[config.mk]
export PLATFORM = sky130hd
export DESIGN_NAME = comparator_seq_flat
export DESIGN_NICKNAME = d
export VERILOG_FILES = /design/src/rtl/comparator_seq_if.sv /design/src/rtl/comparator_seq.sv /design/src/flat_wrapper.sv
export SDC_FILE = /design/constraint.sdc
export NUM_CORES = 1
export LEC_CHECK = 0
export CELL_PAD_IN_SITES_DETAIL_PLACEMENT = 1
export CELL_PAD_IN_SITES_GLOBAL_PLACEMENT = 1
export CORE_ASPECT_RATIO = 0.9
export CORE_MARGIN = 4
export CORE_UTILIZATION = 50
export DETAILED_ROUTE_END_ITERATION = 10
export DONT_BUFFER_PORTS = 1
export PLACE_DENSITY = 0.87
export SYNTH_ARGS = -nofsm -noshare
export SYNTH_HDL_FRONTEND = slang
export SYNTH_SLANG_ARGS = --single-unit
[constraint.sdc]
create_clock -name clk -period 3.3 [get_ports clk]
set_clock_uncertainty 0.1 [all_clocks]
set_input_delay 0.99 -clock clk [delete_from_list [all_inputs] [get_ports clk]]
set_output_delay 0.99 -clock clk [all_outputs]
set_load 0.1 [all_outputs]
[src/rtl/comparator_seq_if.sv]
// Operand/result bundle for the chunk-serial magnitude comparator.
// The master drives a request and the slave returns busy/done and the held result flags.
interface comparator_seq_if #(
  parameter int WIDTH = 8
);
  logic             start;
  logic             signed_mode;
  logic [WIDTH-1:0] a;
  logic [WIDTH-1:0] b;
  logic             busy;
  logic             done;
  logic             AgB;
  logic             AeB;
  logic             AlB;

  modport master (
    output start, signed_mode, a, b,
    input  busy, done, AgB, AeB, AlB
  );

  modport slave (
    input  start, signed_mode, a, b,
    output busy, done, AgB, AeB, AlB
  );
endinterface

[src/rtl/comparator_seq.sv]
// Sequential magnitude comparator: walks STEP-bit chunks from MSB to LSB and
// exits early on the first differing chunk. Signed order uses an MSB flip at capture.
module comparator_seq #(
  parameter int WIDTH = 8,
  parameter int STEP  = 2
) (
  input  logic             clk,
  input  logic             rst,
  comparator_seq_if.slave  bus
);
  localparam int N    = WIDTH / STEP;
  localparam int IDXW = (N > 1) ? $clog2(N) : 1;

  typedef enum logic [1:0] {
    IDLE = 2'd0,
    RUN  = 2'd1,
    DONE = 2'd2
  } state_t;

  state_t            state_r;
  state_t            nextState_s;
  logic [WIDTH-1:0]  aCap_r;
  logic [WIDTH-1:0]  bCap_r;
  logic [IDXW-1:0]   idx_r;
  logic [STEP-1:0]   chunkA_s;
  logic [STEP-1:0]   chunkB_s;
  logic              busy_r;
  logic              done_r;
  logic              greater_r;
  logic              equal_r;
  logic              less_r;
  logic              busyNext_s;
  logic              doneNext_s;
  logic              greaterNext_s;
  logic              equalNext_s;
  logic              lessNext_s;

  assign chunkA_s = aCap_r[int'(idx_r) * STEP +: STEP];
  assign chunkB_s = bCap_r[int'(idx_r) * STEP +: STEP];

  // State register.
  always_ff @(posedge clk) begin
    if (rst) begin
      state_r <= IDLE;
    end else begin
      state_r <= nextState_s;
    end
  end

  // Next-state logic: early exit on the first unequal chunk.
  always_comb begin
    nextState_s = state_r;
    case (state_r)
      IDLE: begin
        if (bus.start) begin
          nextState_s = RUN;
        end else begin
          nextState_s = IDLE;
        end
      end
      RUN: begin
        if (chunkA_s != chunkB_s) begin
          nextState_s = DONE;
        end else if (idx_r == {IDXW{1'b0}}) begin
          nextState_s = DONE;
        end else begin
          nextState_s = RUN;
        end
      end
      DONE:    nextState_s = IDLE;
      default: nextState_s = IDLE;
    endcase
  end

  // Output logic: next values for the registered status and result flags.
  always_comb begin
    busyNext_s    = (nextState_s != IDLE);
    doneNext_s    = (nextState_s == DONE);
    greaterNext_s = greater_r;
    equalNext_s   = equal_r;
    lessNext_s    = less_r;
    if ((state_r == RUN) && (nextState_s == DONE)) begin
      greaterNext_s = (chunkA_s > chunkB_s);
      equalNext_s   = (chunkA_s == chunkB_s);
      lessNext_s    = (chunkA_s < chunkB_s);
    end else begin
      greaterNext_s = greater_r;
      equalNext_s   = equal_r;
      lessNext_s    = less_r;
    end
  end

  // Operand capture, chunk index and registered outputs.
  always_ff @(posedge clk) begin
    if (rst) begin
      aCap_r    <= {WIDTH{1'b0}};
      bCap_r    <= {WIDTH{1'b0}};
      idx_r     <= {IDXW{1'b0}};
      busy_r    <= 1'b0;
      done_r    <= 1'b0;
      greater_r <= 1'b0;
      equal_r   <= 1'b0;
      less_r    <= 1'b0;
    end else begin
      if ((state_r == IDLE) && bus.start) begin
        // Flipping both MSBs maps two's complement order onto unsigned order.
        aCap_r <= {bus.a[WIDTH-1] ^ bus.signed_mode, bus.a[WIDTH-2:0]};
        bCap_r <= {bus.b[WIDTH-1] ^ bus.signed_mode, bus.b[WIDTH-2:0]};
        idx_r  <= IDXW'(N - 1);
      end else if (state_r == RUN) begin
        idx_r  <= idx_r - 1'b1;
      end else begin
        idx_r  <= idx_r;
      end
      busy_r    <= busyNext_s;
      done_r    <= doneNext_s;
      greater_r <= greaterNext_s;
      equal_r   <= equalNext_s;
      less_r    <= lessNext_s;
    end
  end

  assign bus.busy = busy_r;
  assign bus.done = done_r;
  assign bus.AgB  = greater_r;
  assign bus.AeB  = equal_r;
  assign bus.AlB  = less_r;
endmodule

[src/flat_wrapper.sv]
// flat-port wrapper written by rule: the top's interface ports become plain ports
module comparator_seq_flat 
#(
  parameter int WIDTH = 8,
  parameter int STEP  = 2
)
  (clk, rst, bus_start, bus_signed_mode, bus_a, bus_b, bus_busy, bus_done, bus_AgB, bus_AeB, bus_AlB);
  comparator_seq_if #(.WIDTH(WIDTH)) bus_i ();
  input  logic clk;
  input  logic rst;
  input wire logic [$bits(bus_i.start)-1:0] bus_start;
  input wire logic [$bits(bus_i.signed_mode)-1:0] bus_signed_mode;
  input wire logic [$bits(bus_i.a)-1:0] bus_a;
  input wire logic [$bits(bus_i.b)-1:0] bus_b;
  output wire logic [$bits(bus_i.busy)-1:0] bus_busy;
  output wire logic [$bits(bus_i.done)-1:0] bus_done;
  output wire logic [$bits(bus_i.AgB)-1:0] bus_AgB;
  output wire logic [$bits(bus_i.AeB)-1:0] bus_AeB;
  output wire logic [$bits(bus_i.AlB)-1:0] bus_AlB;
  assign bus_i.start = bus_start;
  assign bus_i.signed_mode = bus_signed_mode;
  assign bus_i.a = bus_a;
  assign bus_i.b = bus_b;
  assign bus_busy = bus_i.busy;
  assign bus_done = bus_i.done;
  assign bus_AgB = bus_i.AgB;
  assign bus_AeB = bus_i.AeB;
  assign bus_AlB = bus_i.AlB;
  comparator_seq #(.WIDTH(WIDTH), .STEP(STEP)) u_core (.clk(clk), .rst(rst), .bus(bus_i));
endmodule
### After elaboration in Yosys (flattened, before gate mapping)

Cells that the tools add are included.

* output and inout bits: 5
* flip-flop bits (word level): 25
* word-level logic and storage cells: 32
* input port bits: 20

* shifts and indexed selects: 2
* equality and inequality tests: 4
* add/sub/neg operators: 1
* bitwise logic cells: 2
* $lt $le $gt $ge: 2
* reductions and logical operators: 6
* multiplexer cells: 6

Operators by type and width (number)
* $shiftx 8x4->2: 2
* $mux 2: 4
* $logic_not 2->1: 2
* $pmux 2 s2: 1
* $reduce_bool 2->1: 2
* $eq 2x1->1 const B: 1
* $eq 2x2->1: 1
* $eq 2x2->1 const B: 1
* $gt 2x2->1: 1
* $logic_and 1x1->1: 2
* $lt 2x2->1: 1
* $ne 2x2->1: 1
* $sub 2x1->2 const B: 1
* $xor 1x1->1: 2
* $mux 1: 1

### Depth between registers and ports, before layout

Gate-level depths: netlist of the first run.

* depth in word-level cells: 6
* mapped depth: 7
* mapped depth without buffers: 6

### Worst setup path before layout of the first run

No wires, ideal clock.

* path kind: register to output
* start: register u_core.less_r (netlist: u_core.bus.AlB)
* end: output port bus_AlB
* slack: 1285 ps
* buffers on the path: 0
* data arrival time: 925 ps
* required time: 2210 ps
* stages on the path, launching flop included: 1
* path through: dfxtp_1

RTL lines
* start: declaration: line comparator_seq.sv:31 `logic less_r;`
* start signal: assignment: line comparator_seq.sv:119 `less_r <= lessNext_s;`
* end: declaration: line flat_wrapper.sv:19 `output wire logic [$bits(bus_i.AlB)-1:0] bus_AlB;`

No word-level cell between the ends.

### Worst setup path in the final report of the first run

* start: register u_core.less_r (netlist: u_core.bus.AlB)
* end: output port bus_AlB

No word-level cell between the ends.

==> flow_metrics.tcl, run 1 <==
set metrics [dict create \
    setup_slack_ns 0.909 \
    grt_pass1_vias 833 \
    synthSimpleGateAreaFrac 0.126 \
    gr-total-overflow 0 \
    startpoint_type "flip-flop" \
    synth_top_area_share 0.450 \
    netlist_instances 103 \
    htreeDepth 1 \
    synth_mux_area_frac 0.230 \
    synth_area_per_cell_um2 10.8 \
    drc 0 \
    rrSetupSlack_ns 1.07 \
    tightest_slew_ns 0.965 \
    wire_per_inst_um 16.9 \
    wl_met1_um 948 \
    cts_hold_buffers 0 \
    relSlewSlack 0.356 \
    synth_compound_area_frac 0.0721 \
    status "completed" \
    critPathArrivalTime_ns 1.30 \
    numCtsBuffers 3 \
    gp_congestion 0.773 \
    nets 125 \
    synth_xor_xnor_area_share 0.0236 \
    hold_viol_final 0 \
    ctsResizeCount 0 \
    required_ns 2.21 \
    io_buffers 0 \
    initial_core_util 0.553 \
    drv_slew 0 \
    synth_warnings 0 \
    worstHoldPathType "reg2reg" \
    irDropWorstVdd_mv 0.392 \
    antenna_cells 0 \
    min_period_over_period 0.725 \
    final_cells 126 \
    cts_tree "done" \
    core_mm2 0.00201 \
    post-cts-setup-buffers 0 \
    clock-sinks 25 \
    fin_area_mm2 0.00113 \
    dp_cells 122 \
    setup-tns-final_ns 0 \
    yosysTopAreaCell "dfxtp_1" \
    final_cell_mix "dfxtp_1 (25), nor2_1 (18), mux2i_1 (15)" \
    fillers 229 \
    rsz0062_at_grt "no" \
    worstHoldStart "u_core.aCap_r[5]$_SDFFE_PP0P_" \
    routed_wl_mm 2.13 \
    num_io_pins 25 \
    drt_iter0_drc 1 \
    die-height_um 52.7 \
    finalPower_uw 680 \
    dr.pass1.iters 2 \
    placed_area_mm2 0.00110 \
    startpoint "u_core.bus.AlB$_SDFFE_PP0P_" \
    drive_above_1_share 0.158 \
    synth_seq_cells 25 \
    grt_pass1_wl_mm 3.77 \
    route.vias.total 719 \
    ys_types 26 \
    clkLatencyLatePin_ns 0.32 \
    cap_violations 0 \
    dieArea_mm2 0.00304 \
    top_layer "met4" \
    power_density_mw_per_mm2 602 \
    placementRows 15 \
    clkTransAtPathRegs_ns 0.13 \
    synth_fa_ha_area_frac 0.0338 \
    max_freq_mhz 418 \
    hpwl_mm 1.65 \
    yosysSeqAreaShare 0.450 \
    finalSetupViolations 0 \
    die_w_um 57.7 \
    syn_area_mm2 0.00111 \
    criticalPathCategory "reg2out" \
    synth_top_family_by_area "multiplexers" \
    multi_input_area_um2 546 \
    rr_worst_depth 5 \
    avgViaCountPerCell 5.71 \
    synth_area_leaders "dfxtp_1 (45%), mux2i_1 (14%), mux4_2 (8.1%)" \
    clock_path_buffers 2 \
    final_common_cell "dfxtp_1" \
    route.met2.wl_mm 1.04 \
    whs_path_depth 2 \
    cts_root_buf "clkbuf_4" \
    whs_ns 0.409 \
    p_leak_nw 0.455 \
    timing.rr.end "u_core.bus.AlB$_SDFFE_PP0P_" \
    post-place-ws_ns 0.929 \
    postLayoutCoreUtil 0.563 \
    cp-end-kind "output pin" \
    seqCellArea_um2 500 \
    syn_to_final_growth_pct 1.80 \
    final_antenna_net_count 0 \
    cp_max_fo 2 \
    grt_usage 0.165 \
    holdPathEnd "u_core.aCap_r[5]$_SDFFE_PP0P_" \
    min_period_ns 2.39 \
    wl_met3_um 118 \
    r2r-start "u_core.idx_r[0]$_SDFFE_PP0P_" \
    syn_nets 126 \
    grt_max_degree 27 \
    antenna_found_initial 0 \
]
## final cells by class
type,instances,area share
multi-input combinational,66,0.482
tap,25,0.0277
clock inverter,1,0.00442
clock buffer,3,0.0199
inverter,5,0.0166
sequential,25,0.442
timing repair buffer,1,0.00664
## sequential cells by signal, summed over array words and instances (netlist names)
signal           count
u_core.bCap_r        8
u_core.idx_r         2
u_core.bus.AlB       1
u_core.aCap_r        8
u_core.state_r       2
u_core.bus.done      1
u_core.bus.AeB       1
u_core.bus.busy      1
u_core.bus.AgB       1
## routing by layer
layer,track usage,vias to the layer above
li1,-,345
met1,0.194,349
met2,0.289,21
met3,0.0665,4
met4,0.0232,0
met5,0,-
## synthesized netlist by cell type
| master | count |
|---|---|
| dfxtp_1 | 25 |
| nor2_1 | 18 |
| mux2i_1 | 15 |
| a21oi_1 | 5 |
| inv_1 | 5 |
| mux4_2 | 4 |
| ha_1 | 3 |
| xnor2_1 | 3 |
| a211oi_2 | 2 |
| buf_2 | 2 |
| clkbuf_1 | 2 |
| nand2_1 | 2 |
| nand2b_1 | 2 |
| nor2_2 | 2 |
| nor2b_1 | 2 |
| a221oi_1 | 1 |
| and3b_1 | 1 |
| buf_1 | 1 |
| buf_12 | 1 |
| buf_6 | 1 |
| mux2_4 | 1 |
| nor3b_2 | 1 |
| o211ai_1 | 1 |
| o21ai_0 | 1 |
| o21ai_2 | 1 |
| or3_1 | 1 |
## kinds of logic (layout without fill, tap and decap cells)
| logic type | Yosys count | after routing |
|---|---|---|
| AND/OR/NAND/NOR | 29 | 29 |
| flip-flops | 25 | 25 |
| multiplexers | 20 | 20 |
| buffers and inverters | 12 | 10 |
| AO/OA/AOI/OAI | 11 | 11 |
| adder cells (fa/ha/maj) | 3 | 3 |
| XOR/XNOR | 3 | 3 |
## report_power, final
part	internal, mW	total (mW)	leakage [nW]	switching [mW]
logic	0.0719	0.139	0.232	0.0670
clock network	0.0453	0.134	0.0177	0.0882
registers	0.332	0.408	0.206	0.0763
## worst max path at each step
stage                                                to  cells after the start  slack, ns
after floorplan                                 bus_AlB                      0       1.28
after global placement    u_core.bCap_r[1]$_SDFFE_PP0P_                      4       0.98
after detailed placement  u_core.bCap_r[1]$_SDFFE_PP0P_                      4       0.93
after CTS                                       bus_AlB                      0       0.89
after global routing                            bus_AeB                      0       0.85
final                                           bus_AlB                      0       0.91
(Power assumes the default switching activity.)
==> inputs of run 2 (changes only) <==
--- a/config.mk
+++ b/config.mk
@@ -9,10 +9,10 @@
 export CELL_PAD_IN_SITES_GLOBAL_PLACEMENT = 1
 export CORE_ASPECT_RATIO = 0.9
 export CORE_MARGIN = 4
-export CORE_UTILIZATION = 50
+export CORE_UTILIZATION = 42
 export DETAILED_ROUTE_END_ITERATION = 10
 export DONT_BUFFER_PORTS = 1
-export PLACE_DENSITY = 0.87
+export PLACE_DENSITY = 0.79
 export SYNTH_ARGS = -nofsm -noshare
 export SYNTH_HDL_FRONTEND = slang
 export SYNTH_SLANG_ARGS = --single-unit
==> constraint.sdc (replaced) <==
create_clock -name clk -period 2.15 [get_ports clk]
set_clock_uncertainty 0.1 [all_clocks]
set_input_delay 0.645 -clock clk [delete_from_list [all_inputs] [get_ports clk]]
set_output_delay 0.645 -clock clk [all_outputs]
set_load 0.1 [all_outputs]
==> run 2 against run 1 <==
  * First-iteration DRC count increased to 13 times the previous value
  * Combinational power increased by 130%
  * Clock power up 56%
  * Worst hold slack worse by 0.15 ns
  * Utilization decreased by 8.9 points
  * Cell count is 7.1% higher
  * Clock-buffer cell count grew 1
  * Flip-flop and latch count is the same
  * Die area is 16% higher
  * Final area is 4.3% higher
  * Highest routed layer unchanged
==> flow_metrics.tcl, run 2 (synthesized netlist as in run 1, its figures left out) <==
set metrics [dict create \
    hpwl_mm 1.74 \
    grt_pass1_vias 824 \
    relSlewSlack 0.624 \
    timing.rr.end "u_core.bus.AlB$_SDFFE_PP0P_" \
    cp_num_buf_inv 0 \
    drc 0 \
    cp_max_fo 5 \
    met1_usage 0.186 \
    setup-tns-final_ns 0 \
    cts_root_buf "clkbuf_4" \
    num_io_pins 25 \
    drt_iter0_drc 13 \
    worstHoldPathType "in2reg" \
    fin_area_mm2 0.00118 \
    htreeDepth 1 \
    grt_usage 0.146 \
    final_antenna_net_count 0 \
    wire_per_inst_um 16.9 \
    busiest_layer "met2" \
    clock-sinks 25 \
    rrSetupSlack_ns 0.15 \
    tightest_slew_ns 0.562 \
    gp_congestion 0.747 \
    antenna_found_initial 0 \
    gr-total-overflow 0 \
    avgViaCountPerCell 5.49 \
    postLayoutCoreUtil 0.474 \
    clkTransAtPathRegs_ns 0.13 \
    startpoint "u_core.idx_r[0]$_SDFFE_PP0P_" \
    numCtsBuffers 3 \
    dr.pass1.iters 3 \
    die_w_um 62.2 \
    drv_slew 0 \
    power_density_mw_per_mm2 906 \
    rsz0062_at_grt "no" \
    grt_use_met3 0.0380 \
    nets 131 \
    p_leak_nw 0.485 \
    crit_end "u_core.bus.AlB$_SDFFE_PP0P_" \
    post-place-ws_ns 0.0480 \
    required_ns 2.31 \
    crit_chain "mux4_2 -> ha_1 -> nor2b_1 -> or3_1 -> mux2i_1" \
    seqCellArea_um2 502 \
    fillers 285 \
    r2r-start "u_core.idx_r[0]$_SDFFE_PP0P_" \
    die-height_um 56.8 \
    irDropWorstVdd_mv 0.460 \
    rr_worst_depth 5 \
    grt_max_degree 27 \
    final_cell_mix "dfxtp_1 (24), nor2_1 (18), mux2i_1 (15)" \
    path_depth 5 \
    status "completed" \
    clkLatencyLatePin_ns 0.32 \
    min_period_over_period 0.930 \
    initial_core_util 0.446 \
    top_regs "u_core.aCap_r: 8 flops, u_core.bCap_r: 8 flops" \
    min_period_ns 2.00 \
    grtUsageMet2 0.229 \
    routed_wl_mm 2.28 \
    route.vias.total 741 \
    critPathArrivalTime_ns 2.16 \
    placementRows 17 \
    cap_violations 0 \
    criticalPathCategory "reg2reg" \
    antenna_cells 0 \
    core_mm2 0.00249 \
    startpoint_type "flip-flop" \
    max_freq_mhz 500 \
    cp-end-kind "flip-flop" \
    path_delay_family "multiplexers" \
    setup_slack_ns 0.150 \
    placed_area_mm2 0.00115 \
    cts_tree "done" \
    multi_input_area_um2 546 \
    clock_path_buffers 2 \
    syn_to_final_growth_pct 6.19 \
    io_buffers 0 \
    grt_pass1_wl_mm 4.06 \
    slowest_delay_ns 0.51 \
    final_common_cell "dfxtp_1" \
    dieArea_mm2 0.00353 \
    cp_slowest_cell "mux4_2" \
    finalSetupViolations 0 \
    hold_viol_final 0 \
    drive_above_1_share 0.206 \
]
[run 2: worst min path at each step]
stage | start | to | cells past startpoint
floorplan | u_core.aCap_r[4]$_SDFFE_PP0P_ | u_core.aCap_r[4]$_SDFFE_PP0P_ | 2
CTS | rst | u_core.bCap_r[7]$_SDFFE_PP0P_ | 1
finish | rst | u_core.bCap_r[7]$_SDFFE_PP0P_ | 1
global route | rst | u_core.bCap_r[7]$_SDFFE_PP0P_ | 1
detailed placement | u_core.bus.AgB$_SDFFE_PP0P_ | u_core.bus.AgB$_SDFFE_PP0P_ | 2
global placement | u_core.bus.AgB$_SDFFE_PP0P_ | u_core.bus.AgB$_SDFFE_PP0P_ | 2
[run 2: report_power, final]
group | switching [mW] | internal, mW
Sequential | 0.0364 | 0.510
Clock | 0.137 | 0.0727
Combinational | 0.186 | 0.127
Total | 0.359 | 0.710
[run 2: worst reg2reg max path: stages (launching register included)]
cell and delay (ns):
dfxtp_2 0.44, mux4_2 0.51, ha_1 0.33, nor2b_1 0.15
or3_1 0.30, mux2i_1 0.12
[run 2: repair_timing]
action                                  4_1_cts  5_1_grt
endpoints found under the setup margin        0        2
resized for setup                             0        1
hold buffers                                  0        0
endpoints found under the hold margin         0        0
buffers inserted                              0        0
[run 2: metrics by stage]
step | power [mW] | hold slack, ns | instances
final | 1.07 | 0.263 | 135
after global routing | 1.13 | 0.241 | 135
after CTS | 1.08 | 0.257 | 135
after detailed placement | 0.872 | 0.372 | 131
after global placement | 0.855 | 0.374 | 131
after floorplan | 0.823 | 0.355 | 103
[run 2: area by class of cell]
type	instances	area share
clock buffer	4	0.0223
inverter	5	0.0159
multi-input combinational	66	0.462
sequential	25	0.425
tap	28	0.0297
timing repair buffer	7	0.0445
[run 2: routing by layer]
layer  routed length [um]  vias up
li1                     -      360
met1                 1020      357
met2                 1120       20
met3                  100        4
met4                   42        0
met5                    0        -
==> inputs of run 3 (changes only) <==
--- a/config.mk
+++ b/config.mk
@@ -13,6 +13,7 @@
 export DETAILED_ROUTE_END_ITERATION = 10
 export DONT_BUFFER_PORTS = 1
 export PLACE_DENSITY = 0.79
+export SETUP_SLACK_MARGIN = 0.3
 export SYNTH_ARGS = -nofsm -noshare
 export SYNTH_HDL_FRONTEND = slang
 export SYNTH_SLANG_ARGS = --single-unit
==> run 3 against run 2 <==
  * Via count is 2.2% lower
  * Register-to-register slack better by 0.06 ns
  * Flip-flop and latch count did not move
  * Critical path type unchanged
  * Highest routed layer unchanged
==> flow_metrics.tcl, run 3 (synthesized netlist as in run 1, its figures left out) <==
set metrics [dict create \
    combPwrFrac 0.322 \
    p_seq_frac 0.492 \
    drt_iter0_drc 8 \
    io_buffers 0 \
    whs_ns 0.272 \
    max_freq_mhz 516 \
    final_cell_mix "dfxtp_1 (24), nor2_1 (18), mux2i_1 (15)" \
    timing.rr.end "u_core.bus.AlB$_SDFFE_PP0P_" \
    htreeDepth 1 \
    initial_core_util 0.446 \
    switchingPower_uw 382 \
    power_density_mw_per_mm2 905 \
    cp-end-kind "flip-flop" \
    clock_path_buffers 2 \
    tightest_slew_ns 0.706 \
    antenna_found_initial 0 \
    route.vias.total 725 \
    clkTransAtPathRegs_ns 0.13 \
    irDropWorstVdd_mv 0.457 \
    routed_wl_mm 2.25 \
    grt_max_degree 27 \
    r2r-start "u_core.idx_r[0]$_SDFFE_PP0P_" \
    min_period_ns 1.94 \
    cp_slowest_cell "mux4_2" \
    drv_slew 0 \
    grt_pass1_vias 810 \
    whs_path_depth 1 \
    required_ns 2.30 \
    worstHoldPathType "in2reg" \
    placed_area_mm2 0.00117 \
    crit_chain "mux4_2 -> ha_4 -> nor2b_4 -> or3_1 -> mux2i_1" \
    criticalPathCategory "reg2reg" \
    holdPathEnd "u_core.bCap_r[7]$_SDFFE_PP0P_" \
    syn_to_final_growth_pct 10.9 \
    die-height_um 56.8 \
    dieArea_mm2 0.00353 \
    final_common_cell "dfxtp_1" \
    rsz0062_at_grt "yes" \
    rr_worst_depth 5 \
    p_sw_frac 0.343 \
    slowest_delay_ns 0.54 \
    p_int_uw 733 \
    setup-tns-final_ns 0 \
    fin_area_mm2 0.00123 \
    antenna_cells 0 \
    grt_usage 0.134 \
    finalPower_mw 1.11 \
    cts_root_buf "clkbuf_4" \
    wire_per_inst_um 16.8 \
    finalSetupViolations 0 \
    clockPowerShare 0.186 \
    gp_congestion 0.797 \
    cp_max_fo 6 \
    drive_above_1_share 0.292 \
    core_mm2 0.00249 \
    nets 130 \
    final_antenna_net_count 0 \
    clkLatencyLatePin_ns 0.31 \
    drc 0 \
    hpwl_mm 1.66 \
    path_delay_family "multiplexers" \
    avgViaCountPerCell 5.41 \
    relSlewSlack 0.529 \
    cap_violations 0 \
    top_regs "u_core.aCap_r: 8 flops, u_core.bCap_r: 8 flops" \
    cp_num_buf_inv 0 \
    critPathArrivalTime_ns 2.09 \
    gr-total-overflow 0 \
    grt_pass1_wl_mm 3.73 \
    placementRows 17 \
    cts_tree "done" \
    post-cts-setup-buffers 0 \
    clock-sinks 25 \
    min_period_over_period 0.902 \
    num_io_pins 25 \
    numCtsBuffers 3 \
    status "completed" \
    p_leak_nw 0.491 \
    rrSetupSlack_ns 0.21 \
    dr.pass1.iters 2 \
    die_w_um 62.2 \
    hold_viol_final 0 \
    worstHoldStart "rst" \
    startpoint_type "flip-flop" \
]
## run 3: worst max-delay path by stage
stage,from,endpoint,slack [ns],depth (start not counted)
2_1_floorplan,u_core.idx_r[0]$_SDFFE_PP0P_,u_core.bus.AlB$_SDFFE_PP0P_,0.27,7
3_3_place_gp,u_core.idx_r[0]$_SDFFE_PP0P_,u_core.bus.AlB$_SDFFE_PP0P_,0.24,6
3_5_place_dp,u_core.idx_r[0]$_SDFFE_PP0P_,u_core.bus.AlB$_SDFFE_PP0P_,0.19,6
4_1_cts,u_core.idx_r[0]$_SDFFE_PP0P_,u_core.bus.AlB$_SDFFE_PP0P_,0.19,6
5_1_grt,u_core.idx_r[0]$_SDFFE_PP0P_,u_core.bus.AlB$_SDFFE_PP0P_,0.14,5
6_report,u_core.idx_r[0]$_SDFFE_PP0P_,u_core.bus.AlB$_SDFFE_PP0P_,0.21,5
## run 3: what timing repair did
item,CTS,global route
pin swaps,0,4
resized for setup,2,8
setup endpoints to repair,6,6
hold buffers,0,0
## run 3: metrics by stage
step,instances,utilization,setup WS (ns)
finish,134,0.495,0.210
global route,134,0.495,0.135
CTS,134,0.480,0.186
detailed placement,130,0.469,0.189
global placement,130,0.469,0.237
floorplan,103,-,0.274
## run 3: layer usage
layer  global-route usage  vias to the layer above  share of wire
met5                    0                        -              0
met4               0.0712                        0         0.0036
met3               0.0360                        2          0.056
met2                0.219                       19           0.49
met1                0.158                      349           0.45
li1                     -                      355              -
## run 3: cell type report
cell class                 instances  area [um^2]
multi-input combinational         66          603
fill                             268         1260
sequential                        25          504
inverter                           5         18.8
clock buffer                       4         26.3
tap                               28         35.0
timing repair buffer               6         45.0
## run 3: worst register-to-register path, stage by stage, from the launching register on
cell and delay [ns]:
dfxtp_4 0.42, mux4_2 0.54, ha_4 0.27, nor2b_4 0.12
or3_1 0.30, mux2i_1 0.13
## run 3: power groups by stage
| stage | combinational [mW] | clock [mW] | sequential, mW |
|---|---|---|---|
| after CTS | 0.331 | 0.222 | 0.548 |
| after floorplan | 0.226 | 0 | 0.618 |
| after global placement | 0.314 | 0 | 0.555 |
| final | 0.359 | 0.208 | 0.549 |
| after detailed placement | 0.328 | 0 | 0.558 |
| after global routing | 0.391 | 0.237 | 0.555 |
